**src/rtl/mem_access_pkg.sv**
```systemverilog
// Shared types and helpers for the data-memory access unit.
package mem_access_pkg;

  localparam int DATA_W = 32;
  localparam int CNT_W  = 4;

  typedef enum logic [1:0] {
    SZ_BYTE = 2'b00,
    SZ_HALF = 2'b01,
    SZ_WORD = 2'b10,
    SZ_ILL  = 2'b11
  } size_e;

  typedef enum logic [1:0] {
    IDLE  = 2'b00,
    ISSUE = 2'b01,
    WAIT  = 2'b10,
    RESP  = 2'b11
  } state_e;

  // Halfwords need an even address, words a 4-byte aligned one.
  function automatic logic is_misaligned(size_e size, logic [1:0] addr_lo);
    case (size)
      SZ_HALF: return addr_lo[0];
      SZ_WORD: return addr_lo != 2'b00;
      default: return 1'b0;
    endcase
  endfunction

  // Byte lanes touched by an access of the given size at the given offset.
  function automatic logic [3:0] lane_be(size_e size, logic [1:0] addr_lo);
    case (size)
      SZ_BYTE: return 4'b0001 << addr_lo;
      SZ_HALF: return addr_lo[1] ? 4'b1100 : 4'b0011;
      SZ_WORD: return 4'b1111;
      default: return 4'b0000;
    endcase
  endfunction

  // Replicate right-justified store data across every lane it could land in.
  function automatic logic [DATA_W-1:0] lane_wdata(size_e size, logic [DATA_W-1:0] wdata);
    case (size)
      SZ_BYTE: return {4{wdata[7:0]}};
      SZ_HALF: return {2{wdata[15:0]}};
      SZ_WORD: return wdata;
      default: return '0;
    endcase
  endfunction

endpackage

```
**src/rtl/load_extend.sv**
```systemverilog
// Selects the addressed byte/halfword lane of a read word and extends it.
module load_extend
  import mem_access_pkg::*;
(
  input  logic [DATA_W-1:0] rdata,
  input  logic [1:0]        addr,
  input  size_e             size,
  input  logic              sign_ext,
  output logic [DATA_W-1:0] rdata_ext
);

  logic [7:0]  byte_lane;
  logic [15:0] half_lane;

  // Lane select followed by zero/sign extension; words pass through.
  always_comb begin
    byte_lane = rdata[7:0];
    case (addr)
      2'b00: byte_lane = rdata[7:0];
      2'b01: byte_lane = rdata[15:8];
      2'b10: byte_lane = rdata[23:16];
      2'b11: byte_lane = rdata[31:24];
      default: byte_lane = rdata[7:0];
    endcase
    half_lane = addr[1] ? rdata[31:16] : rdata[15:0];
    case (size)
      SZ_BYTE: rdata_ext = {{24{sign_ext & byte_lane[7]}}, byte_lane};
      SZ_HALF: rdata_ext = {{16{sign_ext & half_lane[15]}}, half_lane};
      default: rdata_ext = rdata;
    endcase
  end

endmodule

```
**src/rtl/mem_access_unit.sv**
```systemverilog
// Load/store controller between the core's request port and a synchronous SRAM.
// Handshakes: a transfer happens on a rising clock edge where valid && ready;
// valid and the payload are held until that edge, and ready never depends on valid.
module mem_access_unit
  import mem_access_pkg::*;
#(
  parameter int MEM_LATENCY = 1,
  parameter int ADDR_W      = 32
) (
  input  logic              clk,
  input  logic              reset,
  input  logic              req_valid,
  output logic              req_ready,
  input  logic              req_write,
  input  logic [1:0]        req_size,
  input  logic              req_signed,
  input  logic [ADDR_W-1:0] req_addr,
  input  logic [DATA_W-1:0] req_wdata,
  output logic              resp_valid,
  input  logic              resp_ready,
  output logic [DATA_W-1:0] resp_rdata,
  output logic              resp_err,
  output logic              mem_en,
  output logic              mem_we,
  output logic [ADDR_W-3:0] mem_addr,
  output logic [3:0]        mem_be,
  output logic [DATA_W-1:0] mem_wdata,
  input  logic [DATA_W-1:0] mem_rdata,
  output state_e            dbg_state
);

  // Counter starts at latency-1 so that WAIT lasts exactly MEM_LATENCY cycles.
  localparam logic [CNT_W-1:0] LAT_M1 = CNT_W'(MEM_LATENCY - 1);

  state_e            state;
  logic [CNT_W-1:0]  cnt;
  logic              r_write;
  size_e             r_size;
  logic              r_signed;
  logic [1:0]        r_addr_lo;
  logic [DATA_W-1:0] rdata_ext;
  size_e             req_sz;
  logic              req_bad;

  assign dbg_state = state;
  assign req_sz    = size_e'(req_size);
  assign req_bad   = (req_sz == SZ_ILL) || is_misaligned(req_sz, req_addr[1:0]);

  load_extend u_load_extend (
    .rdata     (mem_rdata),
    .addr      (r_addr_lo),
    .size      (r_size),
    .sign_ext  (r_signed),
    .rdata_ext (rdata_ext)
  );

  // Request/issue/wait/respond sequencer; all outputs are registered here.
  always_ff @(posedge clk or negedge reset) begin
    if (!reset) begin
      state      <= IDLE;
      cnt        <= '0;
      r_write    <= 1'b0;
      r_size     <= SZ_BYTE;
      r_signed   <= 1'b0;
      r_addr_lo  <= 2'b00;
      req_ready  <= 1'b1;
      resp_valid <= 1'b0;
      resp_rdata <= '0;
      resp_err   <= 1'b0;
      mem_en     <= 1'b0;
      mem_we     <= 1'b0;
      mem_addr   <= '0;
      mem_be     <= '0;
      mem_wdata  <= '0;
    end else begin
      case (state)
        IDLE: begin
          if (req_valid && req_ready) begin
            req_ready <= 1'b0;
            r_write   <= req_write;
            r_size    <= req_sz;
            r_signed  <= req_signed;
            r_addr_lo <= req_addr[1:0];
            if (req_bad) begin
              // Bad requests never reach the SRAM.
              state      <= RESP;
              resp_valid <= 1'b1;
              resp_err   <= 1'b1;
              resp_rdata <= '0;
            end else begin
              state     <= ISSUE;
              mem_en    <= 1'b1;
              mem_we    <= req_write;
              mem_addr  <= req_addr[ADDR_W-1:2];
              mem_be    <= lane_be(req_sz, req_addr[1:0]);
              mem_wdata <= req_write ? lane_wdata(req_sz, req_wdata) : '0;
            end
          end
        end
        ISSUE: begin
          mem_en    <= 1'b0;
          mem_we    <= 1'b0;
          mem_be    <= '0;
          mem_wdata <= '0;
          if (r_write) begin
            state      <= RESP;
            resp_valid <= 1'b1;
            resp_err   <= 1'b0;
            resp_rdata <= '0;
          end else begin
            state <= WAIT;
            cnt   <= LAT_M1;
          end
        end
        WAIT: begin
          if (cnt == '0) begin
            state      <= RESP;
            resp_valid <= 1'b1;
            resp_err   <= 1'b0;
            resp_rdata <= rdata_ext;
          end else begin
            cnt <= cnt - 1'b1;
          end
        end
        RESP: begin
          if (resp_ready) begin
            state      <= IDLE;
            resp_valid <= 1'b0;
            resp_err   <= 1'b0;
            resp_rdata <= '0;
            req_ready  <= 1'b1;
          end
        end
        default: state <= IDLE;
      endcase
    end
  end

endmodule

```
**config.mk**
```make
export PLATFORM = sky130hd
export DESIGN_NAME = mem_access_unit
export DESIGN_NICKNAME = d
export VERILOG_FILES = /design/src/rtl/mem_access_pkg.sv /design/src/rtl/load_extend.sv /design/src/rtl/mem_access_unit.sv
export SDC_FILE = /design/constraint.sdc
export NUM_CORES = 1
export LEC_CHECK = 0
export BUFFER_PORTS_ARGS = -buffer_cell sky130_fd_sc_hd__buf_2
export CORE_UTILIZATION = 44
export DETAILED_ROUTE_END_ITERATION = 12
export PLACE_DENSITY = 0.76
export SLEW_MARGIN = 10
export SYNTH_ARGS = -nofsm -noshare
export SYNTH_HDL_FRONTEND = slang
export SYNTH_SLANG_ARGS = --single-unit
```
**constraint.sdc**
```tcl
create_clock -name clk -period 2.1 [get_ports clk]
set_input_delay 0.315 -clock clk [delete_from_list [all_inputs] [get_ports clk]]
set_output_delay 0.315 -clock clk [all_outputs]
set_load 0.05 [all_outputs]
```
==> reports/qor.yml, run 1 <==
path_buf_inv: 2
register_area_mm2: 0.00288
cp_top_family: "compound AO/OA/AOI/OAI gates"
irDropWorstVdd_v: 0.00153
finalSetupViolations: 17
top_layer: "met4"
reg2reg_depth: 7
drtIter0Drc: 346
power_mw: 13.4
cp_slowest_cell: "dfrtp_1"
avgSynthCellArea_um2: 10.4
crit_arrival_ns: 2.46
synth_cells: 523
ys_ff_latch: 115
clock_latency_ns: 0.41
reg2reg_to: "resp_rdata[7]$_DFFE_PN0P_"
h-tree-depth: 4
worst_setup_path_start_kind: "flip-flop"
wl_per_cell_um: 17.6
hold_slack_ns: 0.132
end_kind: "flip-flop"
antenna_found_initial: 0
dpl.hpwl_mm: 11.5
most-common-layout-cells: "buf_2 (207), dfrtp_1 (112), o21ai_0 (64)"
worst-path-stages: 7
cts_inserted_buffers: 17
wl_met2_mm: 8.24
grt_max_degree: 39
dr_total_vias: 5196
final_max_slew_viol_count: 0
fin_nets: 884
layout_commonest_cell: "buf_2"
setup_slack_ns: -0.0510
post-route-util: 0.648
synth_area_leaders: "dfrtp_1 (52%), mux2_2 (8.5%), o21ai_0 (6.0%)"
relSlewSlack: 0.631
postSynth.asyncResetShare: 1.00
skew_ns: 0.00675
clockRootBuffer: "clkbuf_16"
crit_fanout: 7
rsz0062_at_grt: "true"
wl_met3_mm: 1.21
cap_violations: 0
initial_utilization: 0.453
avgViaCountPerCell: 5.59
period_needed_ns: 2.15
clkTransAtPathRegs_ns: 0.06
dr.pass1.iters: 5
max_clock_freq_mhz: 465
pwr_density_cell_mw_per_mm2: 1720
pin_count: 209
worstSetupPathType: "reg2reg"
final-hold-violation-count: 0
synth_cell_type_count: 48
yosysTopAreaCell: "dfrtp_1"
dieHeight_um: 113
syn_nets: 637
die_area_mm2: 0.0128
grt_pass1_vias: 5238
ys_seq_area_frac: 0.529
drt-met1-wl_mm: 6.52
yosys_warnings: 0
grt_use_total: 0.260
synth_ff_type: "dfrtp_1"
ant_nets: 0
tns_ns: -0.458
cp_cell_sequence: "inv_2 -> ha_4 -> or3b_4 -> a221o_1 -> nand3b_4 -> buf_4 -> o41ai_2"
timing.rr.start: "cnt[0]$_DFFE_PN0P_"
gr-total-overflow: 0
netlist_area_mm2: 0.00544
gp_congestion: 0.851
drc_errors: 0
status: "finished with violations"
failed_checks: "negative setup slack"
hold_path_end: "mem_addr[19]$_DFFE_PN0P_"
min_from: "req_addr[21]"
finalCritPeriodShare: 1.02
pre_cts_ws_ns: -0.120
r2r_slack_ns: -0.05
clock_sinks: 115
portBuffers: 208
synth_top_area_frac: 0.524
p_leak_nw: 3.99
cts_tree: "yes"
max_stage_delay_ns: 0.39
clockBufferDepth: 2
drive_above_1_share: 0.478
grt_pass1_wl_mm: 25.7
synth-edff-count: 0
fp-row-count: 40
hold_class: "in2reg"
hold_depth: 2
drt_wl_total_mm: 16.3
multiInputGateArea_mm2: 0.00249
fillers: 938
antenna_cells: 0
critical_path_required_ns: 2.41
chipWidth_um: 113
area_growth_pct: 43.1
max_slew.worst_pin.slew_ns: 0.554
core_region_area_mm2: 0.0120
==> worst max path at each step <==
stage                                        start                          to  slack [ns]
final                           cnt[0]$_DFFE_PN0P_   resp_rdata[7]$_DFFE_PN0P_       -0.05
after global routing            cnt[0]$_DFFE_PN0P_  resp_rdata[25]$_DFFE_PN0P_       -0.11
after CTS                       cnt[1]$_DFFE_PN0P_   resp_rdata[6]$_DFFE_PN0P_       -0.02
after detailed placement        cnt[0]$_DFFE_PN0P_  resp_rdata[23]$_DFFE_PN0P_       -0.12
after global placement          cnt[1]$_DFFE_PN0P_  resp_rdata[18]$_DFFE_PN0P_        0.03
after floorplan           dbg_state[0]$_DFFE_PN0P_   mem_wdata[16]$_DFFE_PN0P_        0.01
==> area by class of cell <==
cell class,instances,share of cell area
timing repair buffer,264,0.201
clock inverter,12,0.0196
inverter,12,0.00579
sequential,115,0.370
tap,147,0.0236
multi-input combinational,360,0.320
clock buffer,20,0.0600
==> what timing repair did <==
action / CTS / global route
setup buffers: 9 / 5
endpoints found under the setup margin: 22 / 49
hold buffers: 1 / 0
hold endpoints to repair: 34 / 0
gates cloned: 2 / 1
resized for setup: 15 / 22
pin swaps: 1 / 2
==> layer usage <==
layer | up-vias | GRT usage
met1 | 2562 | 0.313
met4 | 0 | 0.120
met5 | - | 0
li1 | 2364 | -
met2 | 242 | 0.437
met3 | 28 | 0.0675
==> power breakdown <==
part	internal, mW	switching, mW
Combinational	2.26	4.61
Sequential	2.96	0.516
Clock	1.96	1.05
Total	7.18	6.18
==> metrics by stage <==
| step | instances | area, um2 |
|---|---|---|
| 6_report | 930 | 7780 |
| 2_1_floorplan | 523 | 5450 |
| 3_5_place_dp | 881 | 6860 |
| 5_1_grt | 930 | 7780 |
| 4_1_cts | 925 | 7650 |
| 3_3_place_gp | 881 | 6860 |
==> logic make-up after synthesis <==
| logic type | count (synthesis) | synth area share |
|---|---|---|
| flip-flops | 115 | 0.529 |
| buffers and inverters | 49 | 0.0368 |
| AO/OA/AOI/OAI | 166 | 0.196 |
| multiplexers | 48 | 0.100 |
| AND/OR/NAND/NOR | 135 | 0.115 |
| adder cells (fa/ha/maj) | 10 | 0.0230 |
==> synthesized netlist by cell type, types with 2 or more instances <==
cell and n:
nor3b_1 6, nor3_1 3, nand3_1 7, o41ai_2 2, o22a_1 2, buf_1 6, clkbuf_1 23, a211oi_1 7
buf_2 7, a21o_1 7, o31ai_1 18, a22oi_1 8, nor2b_1 3, or3b_1 2, o21ai_0 65, mux2_2 41
nand2b_1 3, nor2_1 30, a21oi_1 27, inv_1 12, o211ai_1 6, dfrtp_1 114, mux2i_1 6, ha_1 10
nand2_1 70, a22o_1 16
==> flip-flops by register name, summed over array words and instances (netlist names) <==
name,count
resp_err,1
r_size,2
req_ready,1
r_addr_lo,2
cnt,4
r_signed,1
dbg_state,2
mem_addr,30
mem_we,1
resp_rdata,32
mem_en,1
mem_wdata,32
r_write,1
resp_valid,1
mem_be,4
No activity file was read; power rests on OpenSTA's default activity.
==> run 2: changes to the inputs <==
--- a/config.mk
+++ b/config.mk
@@ -6,9 +6,10 @@
 export NUM_CORES = 1
 export LEC_CHECK = 0
 export BUFFER_PORTS_ARGS = -buffer_cell sky130_fd_sc_hd__buf_2
-export CORE_UTILIZATION = 44
+export CAP_MARGIN = 20
+export CORE_UTILIZATION = 53
 export DETAILED_ROUTE_END_ITERATION = 12
-export PLACE_DENSITY = 0.76
+export PLACE_DENSITY = 0.86
 export SLEW_MARGIN = 10
 export SYNTH_ARGS = -nofsm -noshare
 export SYNTH_HDL_FRONTEND = slang
==> constraint.sdc (replaced) <==
create_clock -name clk -period 2.72 [get_ports clk]
set_input_delay 0.408 -clock clk [delete_from_list [all_inputs] [get_ports clk]]
set_output_delay 0.408 -clock clk [all_outputs]
set_load 0.05 [all_outputs]
==> reports/qor.yml, run 2 (synthesis gave the netlist of run 1 again) <==
grt_use_total: 0.301  # +0.0413
timing.rr.start: "dbg_state[1]$_DFFE_PN0P_"
reg2reg_depth: 9  # +2
clkTransAtPathRegs_ns: 0.06  # about the same
tns_ns: 0  # +0.458 ns
cts_inserted_buffers: 17  # unchanged
dieHeight_um: 103  # -8.7%
h-tree-depth: 4  # unchanged
antenna_found_initial: 1  # +1
drt_wl_total_mm: 15.4  # -5.7%
layout_commonest_cell: "buf_2"
worst_setup_path_start_kind: "flip-flop"
drc_errors: 0  # unchanged
critical_path_required_ns: 3.14  # +0.73 ns
end_kind: "flip-flop"
rsz0062_at_grt: "false"
gp_congestion: 0.799  # -6.1%
skew_ns: 0.00835  # +0.00160 ns
worstSetupPathType: "reg2reg"
grt_pass1_vias: 5006  # -4.4%
wl_met3_mm: 1.22  # +0.74%
relSlewSlack: 0.425  # -0.206
cts_tree: "yes"
fin_nets: 841  # -4.9%
p_leak_nw: 3.69  # -7.5%
period_needed_ns: 2.53  # +0.378 ns
dpl.hpwl_mm: 10.9  # -5.8%
pwr_density_cell_mw_per_mm2: 1320  # -23%
drtIter0Drc: 286  # -17%
cts_setup_buffers: 0  # -9
finalSetupViolations: 0  # -17
top_regs: "mem_wdata x32, resp_rdata x32, mem_addr x30"
startpoint: "dbg_state[1]$_DFFE_PN0P_"
fp-row-count: 36  # -10%
core_region_area_mm2: 0.00986  # -18%
grt_max_degree: 69  # +77%
setup.worst_path.end: "mem_wdata[12]$_DFFE_PN0P_"
clock_latency_ns: 0.51  # +0.10 ns
crit_fanout: 44  # +37
dr.pass1.iters: 5  # unchanged
initial_utilization: 0.551  # +0.0986
portBuffers: 208  # unchanged
max_slew.worst_pin.slew_ns: 0.863  # +0.309 ns
grt_pass1_wl_mm: 24.1  # -6.0%
gr-total-overflow: 0  # unchanged
chipWidth_um: 103  # -8.7%
final_max_slew_viol_count: 0  # unchanged
cts_hold_buf: 0  # -1
max_clock_freq_mhz: 395  # -15%
dpl-instance-area_mm2: 0.00662  # -3.5%
reg2reg_to: "mem_wdata[12]$_DFFE_PN0P_"
clockBufferDepth: 2  # unchanged
drt-met1-wl_mm: 6.17  # -5.4%
status: "complete, no violations"
ant_nets: 0  # unchanged
irDropWorstVdd_v: 0.000940  # -39%
top_layer: "met4"
drive_above_1_share: 0.414  # -0.0641
final_area_mm2: 0.00722  # -7.3%
cap_violations: 0  # unchanged
register_area_mm2: 0.00288  # about the same
hold_class: "in2async"
r2r_slack_ns: 0.19  # +0.24 ns
cts_resized: 0  # -15
final-hold-violation-count: 0  # unchanged
multiInputGateArea_mm2: 0.00236  # -5.0%
fillers: 674  # -28%
area_growth_pct: 32.7
finalCritPeriodShare: 0.930  # -0.0946
wl_per_cell_um: 17.6  # +0.37%
dr_total_vias: 5039  # -3.0%
wl_met2_mm: 7.72  # -6.4%
die_area_mm2: 0.0107  # -17%
clockRootBuffer: "clkbuf_8"
clock_sinks: 115  # unchanged
pin_count: 209  # unchanged
crit_arrival_ns: 2.95  # +0.49 ns
avgViaCountPerCell: 5.77  # +3.2%
most-common-layout-cells: "buf_2 (207), dfrtp_1 (114), nand2_1 (70)"
## run 2: worst min path at each step
stage | startpoint | cells after the start | endpoint
5_1_grt | reset | 1 | mem_addr[19]$_DFFE_PN0P_
3_3_place_gp | resp_rdata[27]$_DFFE_PN0P_ | 2 | resp_rdata[27]$_DFFE_PN0P_
3_5_place_dp | resp_rdata[15]$_DFFE_PN0P_ | 2 | resp_rdata[15]$_DFFE_PN0P_
2_1_floorplan | reset | 0 | cnt[0]$_DFFE_PN0P_
4_1_cts | reset | 1 | mem_addr[17]$_DFFE_PN0P_
6_report | reset | 1 | mem_addr[19]$_DFFE_PN0P_
## run 2: power breakdown
| part | total (mW) | internal (mW) | switching (mW) | leakage [nW] |
|---|---|---|---|---|
| logic | 4.60 | 1.24 | 3.36 | 1.91 |
| registers | 2.67 | 2.28 | 0.389 | 1.50 |
| clock network | 2.23 | 1.40 | 0.824 | 0.285 |
## run 2: worst max-delay path, cell delays in order (launching register included)
cell	delay (ns)
dfrtp_1	0.45
inv_1	0.11
ha_1	0.27
and4b_1	0.25
nand3_2	0.08
buf_4	0.46
a21boi_2	0.25
buf_4	0.33
nand2_1	0.11
o21ai_0	0.11
## run 2: layer usage
layer | vias to the layer above | global-route usage
met1 | 2455 | 0.369
met5 | - | 0
met3 | 27 | 0.0793
met2 | 280 | 0.506
met4 | 0 | 0.131
li1 | 2277 | -
## run 2: metrics by stage
| stage | utilization | setup slack (ns) | instances | hold slack [ns] | power, mW |
|---|---|---|---|---|---|
| detailed placement | 0.671 | 0.224 | 841 | 0.463 | 7.25 |
| CTS | 0.731 | 0.214 | 873 | 0.0296 | 9.52 |
| floorplan | - | 0.472 | 523 | 0.112 | 6.14 |
| global placement | 0.671 | 0.383 | 841 | 0.454 | 7.11 |
| finish | 0.731 | 0.191 | 874 | 0.0000271 | 9.49 |
| global route | 0.731 | 0.0303 | 874 | 0.0499 | 9.97 |
## run 2: cell type report
cell class,instances,share of cell area
clock buffers,17,0.0574
diodes,1,0.000347
well taps,133,0.0231
inverters,12,0.00624
repair buffers,222,0.161
clock inverters,15,0.0255
flip-flops and latches,115,0.399
multi-input cells,359,0.328
